**config.mk**
```make
export PLATFORM = sky130hd
export DESIGN_NAME = mbus_arbiter
export DESIGN_NICKNAME = d
export VERILOG_FILES = /design/src/rtl/mbus_arbiter_pkg.sv /design/src/rtl/mbus_rr_pick.sv /design/src/rtl/mbus_arbiter.sv
export SDC_FILE = /design/constraint.sdc
export NUM_CORES = 1
export LEC_CHECK = 0
export ABC_AREA = 0
export CAP_MARGIN = 20
export CORE_AREA = 2 2 131 133
export CTS_CLUSTER_SIZE = 16
export DETAILED_ROUTE_END_ITERATION = 8
export DIE_AREA = 0 0 133 135
export HOLD_SLACK_MARGIN = 0.02
export PLACE_DENSITY = 0.51
export SYNTH_ARGS = -nofsm -noshare
export SYNTH_HDL_FRONTEND = slang
export SYNTH_HIERARCHICAL = 1
export SYNTH_SLANG_ARGS = --single-unit
export TNS_END_PERCENT = 100
```
**constraint.sdc**
```tcl
create_clock -name clk -period 2.2 [get_ports clk]
set_input_delay 0.55 -clock clk [delete_from_list [all_inputs] [get_ports clk]]
set_output_delay 0.55 -clock clk [all_outputs]
set_load 0.03 [all_outputs]
```
**src/rtl/mbus_arbiter_pkg.sv**
```systemverilog
// Shared types and constants for the two-master memory bus arbiter.
// State encoding, grant encodings, statistics selectors and a saturating-add helper.
package mbus_arbiter_pkg;

  typedef enum logic [1:0] {
    ST_IDLE = 2'd0,
    ST_OWN0 = 2'd1,
    ST_OWN1 = 2'd2
  } state_t;

  localparam logic [1:0] GNT_NONE = 2'b00;
  localparam logic [1:0] GNT_M0   = 2'b01;
  localparam logic [1:0] GNT_M1   = 2'b10;

  localparam logic [1:0] STAT_M0_BEATS = 2'd0;
  localparam logic [1:0] STAT_M1_BEATS = 2'd1;
  localparam logic [1:0] STAT_WAITS    = 2'd2;
  localparam logic [1:0] STAT_FORCED   = 2'd3;

  // Counters stick at all-ones instead of wrapping.
  function automatic logic [31:0] sat_add(input logic [31:0] val, input logic [1:0] inc);
    logic [32:0] sum;
    sum = {1'b0, val} + {31'b0, inc};
    return sum[32] ? 32'hffff_ffff : sum[31:0];
  endfunction

endpackage

```
**src/rtl/mbus_rr_pick.sv**
```systemverilog
// Round-robin choice between two requesters; a tie goes to the master that did not own last.
// pick = 0 selects m0, pick = 1 selects m1; pick_valid is low when neither requests.
module mbus_rr_pick (
  input  logic req0,
  input  logic req1,
  input  logic last_owner,
  output logic pick_valid,
  output logic pick
);

  always_comb begin
    pick_valid = req0 | req1;
    pick       = (req0 & req1) ? ~last_owner : req1;
  end

endmodule

```
**src/rtl/mbus_arbiter.sv**
```systemverilog
// Two-master memory bus arbiter: round-robin ownership with a burst cap under contention.
// Define MBUS_ARBITER_STATS_EN to build the saturating beat/wait/handover counters.
module mbus_arbiter
  import mbus_arbiter_pkg::*;
#(
  parameter int WIDTH     = 32,
  parameter int ADDR_SIZE = 32,
  parameter int BURST_MAX = 4
) (
  input  logic                 clk,
  input  logic                 reset,
  input  logic                 m0_req,
  input  logic [ADDR_SIZE-1:0] m0_aout,
  input  logic [WIDTH-1:0]     m0_dout,
  input  logic                 m0_wen,
  output logic [WIDTH-1:0]     m0_din,
  output logic                 m0_ack,
  input  logic                 m1_req,
  input  logic [ADDR_SIZE-1:0] m1_aout,
  input  logic [WIDTH-1:0]     m1_dout,
  input  logic                 m1_wen,
  output logic [WIDTH-1:0]     m1_din,
  output logic                 m1_ack,
  output logic [ADDR_SIZE-1:0] mem_aout,
  output logic [WIDTH-1:0]     mem_dout,
  output logic                 mem_wen,
  input  logic [WIDTH-1:0]     mem_din,
  input  logic                 mem_ready,
  output logic [1:0]           gnt,
  input  logic [1:0]           stat_sel,
  output logic [31:0]          stat_out
);

  localparam int CNT_W = $clog2(BURST_MAX + 1);
  localparam logic [CNT_W:0] CAP = (CNT_W + 1)'(BURST_MAX);

  state_t             state, state_nxt;
  logic               last_owner, last_nxt;
  logic [CNT_W-1:0]   beat_cnt, cnt_nxt;
  logic [CNT_W:0]     beat_inc;
  logic               own_is1, own_req, oth_req;
  logic               pick_valid, pick;
  logic               forced_ho;

  // While owning, the owner's own request is masked so an aborted beat hands over per the idle rule.
  mbus_rr_pick u_rr_pick (
    .req0       (m0_req & (state != ST_OWN0)),
    .req1       (m1_req & (state != ST_OWN1)),
    .last_owner (last_owner),
    .pick_valid (pick_valid),
    .pick       (pick)
  );

  always_ff @(posedge clk) begin
    if (!reset) begin
      state      <= ST_IDLE;
      last_owner <= 1'b1;
      beat_cnt   <= '0;
    end else begin
      state      <= state_nxt;
      last_owner <= last_nxt;
      beat_cnt   <= cnt_nxt;
    end
  end

  always_comb begin
    state_nxt = state;
    last_nxt  = last_owner;
    cnt_nxt   = beat_cnt;
    forced_ho = 1'b0;
    gnt       = GNT_NONE;
    mem_aout  = '0;
    mem_dout  = '0;
    mem_wen   = 1'b0;
    m0_ack    = 1'b0;
    m1_ack    = 1'b0;
    m0_din    = mem_din;
    m1_din    = mem_din;
    own_is1   = (state == ST_OWN1);
    own_req   = own_is1 ? m1_req : m0_req;
    oth_req   = own_is1 ? m0_req : m1_req;
    beat_inc  = {1'b0, beat_cnt} + {{CNT_W{1'b0}}, 1'b1};

    case (state)
      ST_IDLE: begin
        cnt_nxt = '0;
        if (pick_valid) state_nxt = pick ? ST_OWN1 : ST_OWN0;
      end
      ST_OWN0, ST_OWN1: begin
        gnt      = own_is1 ? GNT_M1 : GNT_M0;
        mem_aout = own_is1 ? m1_aout : m0_aout;
        mem_dout = own_is1 ? m1_dout : m0_dout;
        mem_wen  = own_is1 ? m1_wen : m0_wen;
        m0_ack   = ~own_is1 & m0_req & mem_ready;
        m1_ack   = own_is1 & m1_req & mem_ready;
        if (!own_req) begin
          cnt_nxt   = '0;
          state_nxt = pick_valid ? (pick ? ST_OWN1 : ST_OWN0) : ST_IDLE;
        end else if (mem_ready) begin
          last_nxt = own_is1;
          if (oth_req && (beat_inc >= CAP)) begin
            state_nxt = own_is1 ? ST_OWN0 : ST_OWN1;
            cnt_nxt   = '0;
            forced_ho = 1'b1;
          end else begin
            // Saturate so an uncontested owner never wraps the run length.
            cnt_nxt = (beat_inc >= CAP) ? CAP[CNT_W-1:0] : beat_inc[CNT_W-1:0];
          end
        end
      end
      default: begin
        state_nxt = ST_IDLE;
        cnt_nxt   = '0;
      end
    endcase

    if (!reset) begin
      gnt     = GNT_NONE;
      mem_wen = 1'b0;
      m0_ack  = 1'b0;
      m1_ack  = 1'b0;
    end
  end

`ifdef MBUS_ARBITER_STATS_EN
  logic [31:0] cnt_m0, cnt_m1, cnt_wait, cnt_forced;
  logic [1:0]  wait_inc;

  always_comb begin
    wait_inc = {1'b0, m0_req & ~m0_ack} + {1'b0, m1_req & ~m1_ack};
  end

  always_ff @(posedge clk) begin
    if (!reset) begin
      cnt_m0     <= '0;
      cnt_m1     <= '0;
      cnt_wait   <= '0;
      cnt_forced <= '0;
    end else begin
      cnt_m0     <= sat_add(cnt_m0, {1'b0, m0_ack});
      cnt_m1     <= sat_add(cnt_m1, {1'b0, m1_ack});
      cnt_wait   <= sat_add(cnt_wait, wait_inc);
      cnt_forced <= sat_add(cnt_forced, {1'b0, forced_ho});
    end
  end

  always_comb begin
    case (stat_sel)
      STAT_M0_BEATS: stat_out = cnt_m0;
      STAT_M1_BEATS: stat_out = cnt_m1;
      STAT_WAITS:    stat_out = cnt_wait;
      STAT_FORCED:   stat_out = cnt_forced;
      default:       stat_out = '0;
    endcase
  end
`else
  logic unused_stats;
  assign unused_stats = ^{stat_sel, forced_ho};
  assign stat_out     = '0;
`endif

endmodule

```
==> impl_results.md <==
* Status: completed
* Metal-1 WL at 3580 microns
* Final slew viol count at 0
* Power share of the clock group at 0.053
* Met3 wire length at 747 microns
* N_diodes at 0
* Dpl ws at 0.0529 ns
* Hold Violations, Final at 0
* H-tree Lvls at 1
* Data required time of the worst path at 1.65 ns
* CP Class: reg -> out
* Die area at 18,000 sq um
* Area Overhead vs Synth at 88.1%
* Peak supply drop at 0.427 mV
* CTS tree: built
* Min-Delay Path Class: reg -> reg
* I/O Pins at 334
* Post-synthesis simple-gate area fraction at 0.231
* Critical path peak fanout at 19
* Layout Nets at 640
* Vias in the first global route at 2,366
* Fill count at 1,764
* Fmax at 464 MHz
* CP Capture Type: primary output
* Sequential share of power at 0.029
* Number of max-cap violations at 0
* Psw at 0.00268 W
* Crit-path cells: inv_2, ha_4, buf_12, clkbuf_16, nor2b_1, buf_4
* Syn Area/Cell at 7.69 sq um
* Area share of fa/ha/maj cells after synthesis at 0.0316
* Drt total wl at 9780 microns
* Worst Skew at 0.000357 ns
* First-pass GRT wire length at 12,300 microns
* Largest delay contributor family on the critical path: buffers and inverters
* Net Sw Frac at 0.490
* Worst path bufs/invs at 4
* Post-synthesis compound-gate area fraction at 0.0621
* Tot Pwr at 0.00548 W
* Tcrit/Tclk final at 0.979
* CTS clk-pin slew, worst paths at 0.03 ns
* P_leak at 1.79 nW
* GRT Total Usage at 0.0835
* Drt wl/cell at 14.3 microns
* Antenna violations before repair at 0
* Final setup viols at 0
* Antenna Nets Post-Route at 0
* Top sig layer: met4
* Multiplexer area fraction after synthesis at 0.278
* Num CTS Buffers at 3
* RePlAce Congestion at 0.748
* DIE WIDTH at 133 microns
* #FFs+latches synth at 6
* Via/cell ratio at 3.65
* Min cycle time layout at 2.15 ns
* Critical path arrival at 1.60 ns
* Commonest cells after routing, fill and taps aside: clkdlybuf4s50_1, buf_4, mux2i_1, nor2b_1, conb_1
* Synth Cell Area at 2380 sq um
* Layout cells sized above 1 at 0.268
* Port bufs at 203
* Core area at 16,400 sq um
* Register area at 125 sq um
* Largest net degree at the start of global routing at 40
* Clk root buf: clkbuf_16
* Initial Utilization at 0.145
* Synth cell types at 33
* Startpoint types: register
* Sequential cell area fraction in the yosys report at 0.0506
* Drc violations at 0
* Final core utilization at 0.272
* Cell with the largest stage delay on the worst path: dfxtp_4
* Clock Latency Late Sink at 0.23 ns
* Post-synthesis xor/xnor area fraction at 0
* Clk buf depth at 2
* P_int at 0.00280 W
* Drt pass-1 iters at 3
* Gr ovfl total at 0
* CTS Sinks at 6
* Fin worst setup slack at 0.0464 ns
* Post-Synthesis Cells at 309
* Starting DRC count in detailed routing at 34
* Die span in y at 135 microns
* Commonest non-fill, non-tap cell in the layout: clkdlybuf4s50_1
* Site Rows at 47
* DP Wirelength at 6950 microns
* Largest family of logic cells by synthesized area: buffers and inverters
* Multi-input logic area at 1620 sq um
* PwrDens at 1230 nW/um^2
* DR vias at 2,493
* RSZ-0062 raised after global routing: yes
* Ys Warns at 6
* Combinational power share at 0.917
* Metal2 WL at 5170 microns
* Worst path max stage delay at 0.37 ns
[worst min-delay path, stage by stage (launching register included)]
cell and delay [ns]:
dfxtp_1 0.31, nand2_1 0.07, a21oi_1 0.06
[cell families after synthesis]
kind of cell | Yosys count
buffers and inverters | 117
and+or+nand+nor | 93
AOI/OAI and AO/OA | 20
DFF | 6
other | 1
muxes | 66
adders and majority gates | 6
[path summary, 6_finish.rpt]
path / end / depth (start not counted) / startpoint / slack [ns]
setup / recovery: mem_dout[21] / 6 / state[1] / 0.05
hold reg to reg: beat_cnt[1] / 2 / beat_cnt[1] / 0.49
setup reg to reg: state[0] / 10 / state[0] / 0.22
hold / removal: beat_cnt[1] / 2 / beat_cnt[1] / 0.49
[synthesized netlist by cell type]
library cell  instances  area share
a21o_1                1      0.0032
a31oi_1               1      0.0026
o311a_1               1      0.0042
buf_4                97        0.31
a21oi_1               2      0.0042
a2111oi_0             1      0.0037
ha_1                  6       0.032
o22a_1                1      0.0037
or2_1                 1      0.0026
buf_6                 1      0.0047
inv_1                 4      0.0063
conb_1                1      0.0016
nor3_1                1      0.0021
a21boi_1              1      0.0032
nor2b_1              68        0.18
a22o_1                1      0.0037
o2bb2ai_1             1      0.0037
buf_2                 8       0.017
nand2_1               8       0.013
clkbuf_1              7       0.011
nand2b_1              2      0.0053
o211ai_1              5       0.016
and3_4                1      0.0047
mux2i_1              66        0.28
and2_1                2      0.0053
o21ai_0               2      0.0042
nand3_1               2      0.0042
nor2_1                6      0.0095
a31o_1                1      0.0037
o311ai_1              1      0.0037
o22ai_1               1      0.0026
dfxtp_1               6       0.051
nand4_1               2      0.0053
[metal layers]
metal,vias up,GRT usage
met5,-,0
met4,0,0.0329
met3,32,0.0221
met2,130,0.164
met1,1123,0.0834
li1,1208,-
[flip-flops by register name (all words and copies together), names as in the netlist]
signal / flops
beat_cnt: 3
last_owner: 1
state: 2
[timing repair]
item | CTS | global route
pin swaps | 0 | 2
gates cloned | 1 | 8
setup buffers | 4 | 5
endpoints found under the setup margin | 67 | 38
resized for setup | 7 | 12
hold buffers | 0 | 0
[power by group through the flow]
stage / Clock [W] / Sequential [W] / Combinational [W]
after detailed placement: 0 / 0.000151 / 0.00416
after global placement: 0 / 0.000149 / 0.00412
after global routing: 0.000307 / 0.000163 / 0.00530
after CTS: 0.000297 / 0.000152 / 0.00429
after floorplan: 0 / 0.000149 / 0.00282
final: 0.000293 / 0.000161 / 0.00503
[stage by stage]
step / instance area, sq um / instances / setup TNS [ns] / hold WS (ns)
after floorplan: 2510 / 340 / -0.00677 / 0.455
after global placement: 4020 / 662 / 0 / 0.466
after detailed placement: 4020 / 662 / 0 / 0.487
after CTS: 4180 / 670 / -0.120 / 0.492
after global routing: 4470 / 683 / -0.00798 / 0.520
final: 4470 / 683 / 0 / 0.491
[area by class of cell]
type | count | area share
Timing Repair Buffer | 233 | 0.528
Multi-Input combinational cell | 217 | 0.362
Tap cell | 220 | 0.0616
Sequential cell | 6 | 0.0280
Clock buffer | 3 | 0.0168
Inverter | 4 | 0.00392
Note: power is estimated with default switching activity, not from simulation.
